`src/rtl/midi_router_pkg.sv`:
```
// rtl/midi_router_pkg.sv - shared types and default sizing for the MIDI FIFO arbiter
package midi_router_pkg;
    localparam int N_PORTS_DEF = 4;
    localparam int DATA_W_DEF  = 8;
    localparam int TIMEOUT_DEF = 1024;
    localparam int IDX_W_DEF   = $clog2(N_PORTS_DEF);

    typedef enum logic {
        IDLE   = 1'b0,
        LOCKED = 1'b1
    } arb_state_t;
endpackage

```
`src/rtl/midi_fifo_arbiter_if.sv`:
```
// rtl/midi_fifo_arbiter_if.sv - receiver-bank and FIFO write-side signals of the MIDI arbiter
interface midi_fifo_arbiter_if
    import midi_router_pkg::*;
#(
    parameter int N_PORTS = N_PORTS_DEF,
    parameter int DATA_W  = DATA_W_DEF,
    parameter int IDX_W   = IDX_W_DEF
);
    logic [N_PORTS-1:0]        req;
    logic [N_PORTS-1:0]        last;
    logic [N_PORTS*DATA_W-1:0] data_in;
    logic [N_PORTS-1:0]        ack;
    logic                      fifo_wr;
    logic [DATA_W-1:0]         fifo_data;
    logic                      fifo_oe_n;
    logic                      fifo_full_n;
    logic [IDX_W-1:0]          owner;
    logic                      busy;
    logic                      timeout_err;

    modport master (
        output req, last, data_in, fifo_full_n,
        input  ack, fifo_wr, fifo_data, fifo_oe_n, owner, busy, timeout_err
    );

    modport slave (
        input  req, last, data_in, fifo_full_n,
        output ack, fifo_wr, fifo_data, fifo_oe_n, owner, busy, timeout_err
    );
endinterface

```
`src/rtl/midi_rr_pick.sv`:
```
// rtl/midi_rr_pick.sv - combinational round-robin picker: first eligible requester at or after rr_ptr
module midi_rr_pick #(
    parameter int N_PORTS = 4,
    parameter int IDX_W   = 2
) (
    input  logic [N_PORTS-1:0] req,
    input  logic [N_PORTS-1:0] eligible,
    input  logic [IDX_W-1:0]   rr_ptr,
    output logic               grant_valid,
    output logic [IDX_W-1:0]   grant_idx
);
    logic [N_PORTS-1:0] cand;

    assign cand = req & eligible;

    // Scan from the farthest offset down so the nearest candidate to rr_ptr is written last and wins.
    always_comb begin
        int idx;
        grant_valid = 1'b0;
        grant_idx   = '0;
        idx         = 0;
        for (int off = N_PORTS - 1; off >= 0; off--) begin
            idx = int'(rr_ptr) + off;
            if (idx >= N_PORTS) begin
                idx = idx - N_PORTS;
            end
            if (cand[IDX_W'(idx)]) begin
                grant_valid = 1'b1;
                grant_idx   = IDX_W'(idx);
            end
        end
    end
endmodule

```
`src/rtl/midi_fifo_arbiter.sv`:
```
// rtl/midi_fifo_arbiter.sv - round-robin arbiter that locks the FIFO write port to one receiver per MIDI message
module midi_fifo_arbiter
    import midi_router_pkg::*;
#(
    parameter int N_PORTS = N_PORTS_DEF,
    parameter int DATA_W  = DATA_W_DEF,
    parameter int TIMEOUT = TIMEOUT_DEF
) (
    input  logic               clk,
    input  logic               reset_n,
    midi_fifo_arbiter_if.slave bus
);
    localparam int IDX_W = (N_PORTS > 1) ? $clog2(N_PORTS) : 1;
    localparam int CNT_W = (TIMEOUT > 1) ? $clog2(TIMEOUT) : 1;

    arb_state_t         state, state_nx;
    logic [IDX_W-1:0]   rr_ptr, rr_nx;
    logic [IDX_W-1:0]   owner, owner_nx;
    logic [IDX_W-1:0]   grant_idx, sel_idx;
    logic [CNT_W-1:0]   cnt, cnt_nx;
    logic [N_PORTS-1:0] ack, ack_nx;
    logic               fifo_wr, wr_nx;
    logic               oe_n;
    logic               terr, terr_nx;
    logic               grant_valid;
    logic [DATA_W-1:0]  fifo_data, data_nx, sel_data;

    function automatic logic [IDX_W-1:0] next_idx(input logic [IDX_W-1:0] idx);
        return (idx == IDX_W'(N_PORTS - 1)) ? '0 : idx + 1'b1;
    endfunction

    // A port acked this cycle still holds its old byte, so it is masked out of the new grant.
    midi_rr_pick #(
        .N_PORTS (N_PORTS),
        .IDX_W   (IDX_W)
    ) u_pick (
        .req         (bus.req),
        .eligible    (~ack),
        .rr_ptr      (rr_ptr),
        .grant_valid (grant_valid),
        .grant_idx   (grant_idx)
    );

    assign sel_idx  = (state == LOCKED) ? owner : grant_idx;
    assign sel_data = bus.data_in[sel_idx*DATA_W +: DATA_W];

    always_comb begin
        state_nx = state;
        rr_nx    = rr_ptr;
        owner_nx = owner;
        cnt_nx   = cnt;
        ack_nx   = '0;
        wr_nx    = 1'b0;
        data_nx  = fifo_data;
        terr_nx  = 1'b0;
        // A full FIFO freezes everything, including the idle counter.
        if (bus.fifo_full_n) begin
            unique case (state)
                IDLE: begin
                    if (grant_valid) begin
                        wr_nx             = 1'b1;
                        data_nx           = sel_data;
                        ack_nx[grant_idx] = 1'b1;
                        owner_nx          = grant_idx;
                        cnt_nx            = '0;
                        if (bus.last[grant_idx]) begin
                            rr_nx = next_idx(grant_idx);
                        end else begin
                            state_nx = LOCKED;
                        end
                    end
                end
                LOCKED: begin
                    if (bus.req[owner] && !ack[owner]) begin
                        wr_nx         = 1'b1;
                        data_nx       = sel_data;
                        ack_nx[owner] = 1'b1;
                        cnt_nx        = '0;
                        if (bus.last[owner]) begin
                            state_nx = IDLE;
                            rr_nx    = next_idx(owner);
                        end
                    end else if (!bus.req[owner]) begin
                        if (cnt == CNT_W'(TIMEOUT - 1)) begin
                            terr_nx  = 1'b1;
                            state_nx = IDLE;
                            rr_nx    = next_idx(owner);
                            cnt_nx   = '0;
                        end else begin
                            cnt_nx = cnt + 1'b1;
                        end
                    end
                end
                default: state_nx = IDLE;
            endcase
        end
    end

    always_ff @(posedge clk or negedge reset_n) begin
        if (!reset_n) begin
            state     <= IDLE;
            rr_ptr    <= '0;
            owner     <= '0;
            cnt       <= '0;
            ack       <= '0;
            fifo_wr   <= 1'b0;
            fifo_data <= '0;
            oe_n      <= 1'b1;
            terr      <= 1'b0;
        end else begin
            state     <= state_nx;
            rr_ptr    <= rr_nx;
            owner     <= owner_nx;
            cnt       <= cnt_nx;
            ack       <= ack_nx;
            fifo_wr   <= wr_nx;
            fifo_data <= data_nx;
            oe_n      <= 1'b0;
            terr      <= terr_nx;
        end
    end

    assign bus.ack         = ack;
    assign bus.fifo_wr     = fifo_wr;
    assign bus.fifo_data   = fifo_data;
    assign bus.fifo_oe_n   = oe_n;
    assign bus.owner       = owner;
    assign bus.busy        = (state == LOCKED);
    assign bus.timeout_err = terr;
endmodule

```
`src/flat_wrapper.sv`:
```
// flat-port wrapper written by rule: the top's interface ports become plain ports
module midi_fifo_arbiter_flat import midi_router_pkg::*;
#(
    parameter int N_PORTS = N_PORTS_DEF,
    parameter int DATA_W  = DATA_W_DEF,
    parameter int TIMEOUT = TIMEOUT_DEF
)
  (clk, reset_n, bus_req, bus_last, bus_data_in, bus_fifo_full_n, bus_ack, bus_fifo_wr, bus_fifo_data, bus_fifo_oe_n, bus_owner, bus_busy, bus_timeout_err);
  midi_fifo_arbiter_if #(.N_PORTS(N_PORTS), .DATA_W(DATA_W), .IDX_W(2)) bus_i ();
  input  logic clk;
  input  logic reset_n;
  input wire logic [$bits(bus_i.req)-1:0] bus_req;
  input wire logic [$bits(bus_i.last)-1:0] bus_last;
  input wire logic [$bits(bus_i.data_in)-1:0] bus_data_in;
  input wire logic [$bits(bus_i.fifo_full_n)-1:0] bus_fifo_full_n;
  output wire logic [$bits(bus_i.ack)-1:0] bus_ack;
  output wire logic [$bits(bus_i.fifo_wr)-1:0] bus_fifo_wr;
  output wire logic [$bits(bus_i.fifo_data)-1:0] bus_fifo_data;
  output wire logic [$bits(bus_i.fifo_oe_n)-1:0] bus_fifo_oe_n;
  output wire logic [$bits(bus_i.owner)-1:0] bus_owner;
  output wire logic [$bits(bus_i.busy)-1:0] bus_busy;
  output wire logic [$bits(bus_i.timeout_err)-1:0] bus_timeout_err;
  assign bus_i.req = bus_req;
  assign bus_i.last = bus_last;
  assign bus_i.data_in = bus_data_in;
  assign bus_i.fifo_full_n = bus_fifo_full_n;
  assign bus_ack = bus_i.ack;
  assign bus_fifo_wr = bus_i.fifo_wr;
  assign bus_fifo_data = bus_i.fifo_data;
  assign bus_fifo_oe_n = bus_i.fifo_oe_n;
  assign bus_owner = bus_i.owner;
  assign bus_busy = bus_i.busy;
  assign bus_timeout_err = bus_i.timeout_err;
  midi_fifo_arbiter #(.N_PORTS(N_PORTS), .DATA_W(DATA_W), .TIMEOUT(TIMEOUT)) u_core (.clk(clk), .reset_n(reset_n), .bus(bus_i));
endmodule
```
`config.mk`:
```
export PLATFORM = sky130hd
export DESIGN_NAME = midi_fifo_arbiter_flat
export DESIGN_NICKNAME = d
export VERILOG_FILES = /design/src/rtl/midi_router_pkg.sv /design/src/rtl/midi_fifo_arbiter_if.sv /design/src/rtl/midi_rr_pick.sv /design/src/rtl/midi_fifo_arbiter.sv /design/src/flat_wrapper.sv
export SDC_FILE = /design/constraint.sdc
export NUM_CORES = 1
export LEC_CHECK = 0
export ABC_CLOCK_PERIOD_IN_PS = 2200
export CORE_ASPECT_RATIO = 1.75
export CORE_UTILIZATION = 43
export CTS_CLUSTER_SIZE = 14
export DETAILED_ROUTE_END_ITERATION = 10
export GPL_TIMING_DRIVEN = 1
export PLACE_DENSITY = 0.77
export SETUP_SLACK_MARGIN = 0.5
export SLEW_MARGIN = 25
export SYNTH_ARGS = -nofsm -noshare
export SYNTH_HDL_FRONTEND = slang
export SYNTH_SLANG_ARGS = --single-unit
```
`constraint.sdc`:
```
create_clock -name clk -period 2.2 [get_ports clk]
set_clock_uncertainty 0.2 [all_clocks]
set_input_delay 0.33 -clock clk [delete_from_list [all_inputs] [get_ports clk]]
set_output_delay 0.33 -clock clk [all_outputs]
set_load 0.02 [all_outputs]
```
==> impl_summary.log <==
[metrics] crit start category: flip-flop
[metrics] Max Slew Vio Count: 0
[metrics] pin count of the biggest net entering global routing: 31
[metrics] number of enable flip-flop cells after synthesis: 0
[metrics] total chip power: around 4400 uW
[metrics] count of different cell masters after synthesis: 49
[metrics] CTS Buf Count: 5
[metrics] Max Fanout on Critical Path: 3
[metrics] most common cell in the netlist: sky130_fd_sc_hd__dfrtp_1
[metrics] sequential cell area fraction in the yosys report: approximately 37%
[metrics] number of global-route vias before repair: about 2100
[metrics] number of hold-slack violations in the final timing report: 0
[metrics] area leader, netlist: sky130_fd_sc_hd__dfrtp_1
[metrics] TritonCTS sink count: 30
[metrics] most frequent cells after synthesis: sky130_fd_sc_hd__dfrtp_1 (29), sky130_fd_sc_hd__mux2i_1 (22), sky130_fd_sc_hd__nor2_1 (20)
[metrics] Fin Hold WS: about 0.24 ns
[metrics] htree depth: 2
[metrics] number of design-rule violations left by the first detailed-router iteration: 53
[metrics] Leak: 0.00157 uW
[metrics] unrepaired setup endpoints after global routing: true
[metrics] gate count after technology mapping: ~190
[metrics] wire length per cell after detailed routing: about 18 um
[metrics] Crit. Startpoint: u_core.rr_ptr[1]
[metrics] antenna-violating nets left: 0
[metrics] logic depth of the worst register-to-register path: 6
[metrics] via count of the routed design: 2055
[metrics] Crit Path Category: reg -> reg
[metrics] number of setup violations in the final report: 1
[metrics] fraction of final layout cells with drive strength greater than 1: 40.5%
[metrics] Highest Clock Rate: ~0.45 GHz
[metrics] failing checks: setup timing
[metrics] element type at the critical path end: flip-flop
[metrics] total standard cell area after synthesis: about 2000 sq um
[metrics] Post-Syn Area per Cell: ~10 sq um
[metrics] initial core utilization: a little under half
[metrics] worst path arrival time: 2.25 ns
[metrics] count of yosys warnings during synthesis: 0
[metrics] GR Util All Layers: 27.9%
[metrics] minimum setup slack in the final design: -0.0443 ns
[metrics] top-area cell type share of the netlist area: between 30% and 40%
[metrics] CTS tree: yes
[metrics] first-pass iteration count of the detailed router: 4
[metrics] outcome: finished, violations left
[metrics] hold-fix buffers at CTS: 0
[metrics] vias per cell: between 5 and 6
[metrics] number of placement rows: 32
[metrics] total wire length: between 6000 and 7000 um
[metrics] Worst-Skew Late Latency: roughly 0.28 ns
[metrics] number of antenna violations at the first check in global routing: 0
[metrics] highest ir drop seen on vdd: roughly 0.97 mV
[metrics] power density over cell area: between 1000 and 1500 nW/um^2
[metrics] required time worst endpoint: approximately 2.2 ns
[metrics] die boundary height: approximately 92 um
[metrics] global-route wire length before repair: between 9000 and 10000 um
[metrics] clock edge transition at the registers on the reported setup and hold paths: around 0.070 ns
[metrics] setup slack of the most critical reg-to-reg path: -0.04 ns
[metrics] leftover overflow at the end of global routing: 0
[metrics] largest cells by area after synthesis: sky130_fd_sc_hd__dfrtp_1 (36%), sky130_fd_sc_hd__mux2i_1 (11%), sky130_fd_sc_hd__ha_1 (5.6%)
[metrics] dominant synthesized flop cell: sky130_fd_sc_hd__dfrtp_1
[metrics] Filler Cells Inserted: 274
[metrics] endpoint of the lowest-slack register-to-register path: u_core.rr_ptr[1]
[metrics] Top-Level Pins: 61
[metrics] DRC violations left: 0
[metrics] floorplan die area: approximately 5000 sq um
[metrics] Port-buffer cells: 60
[metrics] root buffer selected by CTS: sky130_fd_sc_hd__clkbuf_8
[metrics] kind of path behind the tightest hold check: in -> async
[metrics] NumNets Final: 360
[metrics] post-synthesis register bit count: 30
[metrics] core footprint: 4440 sq um
[metrics] start of the worst register-to-register path: u_core.rr_ptr[1]
[metrics] die width: ~54 um
[metrics] Final HPWL DP: approximately 4200 um
[metrics] Mapped Nets: around 250
[metrics] Max Buffers Root-to-Sink: 2
[metrics] GP Congestion: between 0.8 and 0.9
[metrics] share of the clock period used by the worst path: 102%
[metrics] area growth from synthesis to layout: 70.3%
[metrics] Async SR Flop Fraction: 100%
[metrics] Max Cap Viol: 0
[metrics] Final min period: around 2.2 ns
[metrics] diode insertion count for antenna repair: 0
timing repair:
item | in CTS | in global routing
setup endpoints to repair | 47 | 32
pin swaps | 27 | 17
gates cloned | 1 | 0
buffers inserted | 16 | 4
gates resized for setup | 72 | 30
where the power goes:
part,switching (uW),internal (uW)
logic,1550,1530
clock network,214,252
registers,148,731
per-layer routing:
metal / global-route usage, % / wire length (um) / up-vias
met1: 30.3 / 2340 / 1016
met3: 5.42 / 196 / 16
met2: 48.6 / 3780 / 67
li1: - / - / 956
met4: 13.4 / 197 / 0
met5: 0 / 0 / -
cell families after synthesis:
kind of cell             Yosys count  share of synthesized area (%)
AND/OR/NAND/NOR                   61                           17.2
multiplexers                      26                           15.4
buffers and inverters             16                           3.98
adder cells (fa/ha/maj)            9                           5.60
flip-flops                        30                           37.4
other                              1                          0.186
AO/OA/AOI/OAI                     50                           20.3
cells in the final DEF (no fill, tap or decap), types with 2 or more instances in the layout:
cell type and instances:
sky130_fd_sc_hd__mux4_2 4, sky130_fd_sc_hd__clkbuf_8 6, sky130_fd_sc_hd__o22a_1 2, sky130_fd_sc_hd__nor2_4 3, sky130_fd_sc_hd__o31ai_1 4, sky130_fd_sc_hd__dlygate4sd2_1 19
sky130_fd_sc_hd__dfrtp_2 6, sky130_fd_sc_hd__a31oi_1 3, sky130_fd_sc_hd__o21ai_0 4, sky130_fd_sc_hd__nand3_1 3, sky130_fd_sc_hd__nor3b_2 2, sky130_fd_sc_hd__nand2b_4 4
sky130_fd_sc_hd__nor2_2 2, sky130_fd_sc_hd__dfrtp_1 23, sky130_fd_sc_hd__inv_4 2, sky130_fd_sc_hd__nand2_1 9, sky130_fd_sc_hd__ha_1 6, sky130_fd_sc_hd__a221oi_2 7
sky130_fd_sc_hd__buf_2 3, sky130_fd_sc_hd__o21ai_1 11, sky130_fd_sc_hd__buf_6 16, sky130_fd_sc_hd__clkdlybuf4s50_1 38, sky130_fd_sc_hd__inv_1 7, sky130_fd_sc_hd__mux2i_1 21
sky130_fd_sc_hd__o21ai_2 3, sky130_fd_sc_hd__buf_4 34, sky130_fd_sc_hd__and3_1 2, sky130_fd_sc_hd__buf_12 3, sky130_fd_sc_hd__nor2b_4 2, sky130_fd_sc_hd__nand4_1 3
sky130_fd_sc_hd__nor2b_1 3, sky130_fd_sc_hd__nor2_1 16, sky130_fd_sc_hd__ha_4 3
worst max-delay path, cell delays in order (launching register included):
cell,delay [ns]
sky130_fd_sc_hd__dfrtp_1,0.42
sky130_fd_sc_hd__and3b_2,0.25
sky130_fd_sc_hd__nor2b_1,0.13
sky130_fd_sc_hd__o22a_1,0.21
sky130_fd_sc_hd__mux4_2,0.56
sky130_fd_sc_hd__a31oi_1,0.23
sky130_fd_sc_hd__a2bb2oi_1,0.18
layout make-up:
cell class,count,area [sq um],area share (%)
clock buffers,7,86.3,2.52
clock inverters,1,5.00,0.146
inverters,10,50.0,1.46
multi-input cells,147,1390,40.6
flip-flops and latches,30,759,22.2
well taps,51,63.8,1.86
repair buffers,114,1070,31.3
through the flow:
step	setup TNS, ns	util [%]	instances	setup WS (ns)	instance area (sq um)
floorplan	-0.475	-	193	-0.0606	2060
global placement	-6.28	66.4	331	-0.340	2950
detailed placement	-7.69	66.4	331	-0.435	2950
CTS	0	74.4	356	0.0219	3310
global route	-0.635	77.1	360	-0.0922	3430
finish	-0.0443	77.1	360	-0.0443	3430
how the worst max path moves through the flow:
stage / endpoint / slack (ns) / cells past startpoint
after floorplan: u_core.bus.fifo_data[0] / -0.06 / 9
after global routing: u_core.rr_ptr[1] / -0.09 / 9
final: u_core.rr_ptr[1] / -0.04 / 6
after CTS: u_core.rr_ptr[1] / 0.02 / 6
after detailed placement: u_core.rr_ptr[1] / -0.44 / 7
after global placement: u_core.cnt[4] / -0.34 / 7
registers in the layout, summed over array words and instances (netlist names):
register	cells
u_core.bus.ack	4
u_core.bus.owner	2
u_core.bus.fifo_data	8
u_core.rr_ptr	2
u_core.cnt	10
u_core.bus.fifo_oe_n	1
u_core.bus.busy	1
u_core.bus.timeout_err	1
u_core.bus.fifo_wr	1
Power figures use the tool's default switching activity.
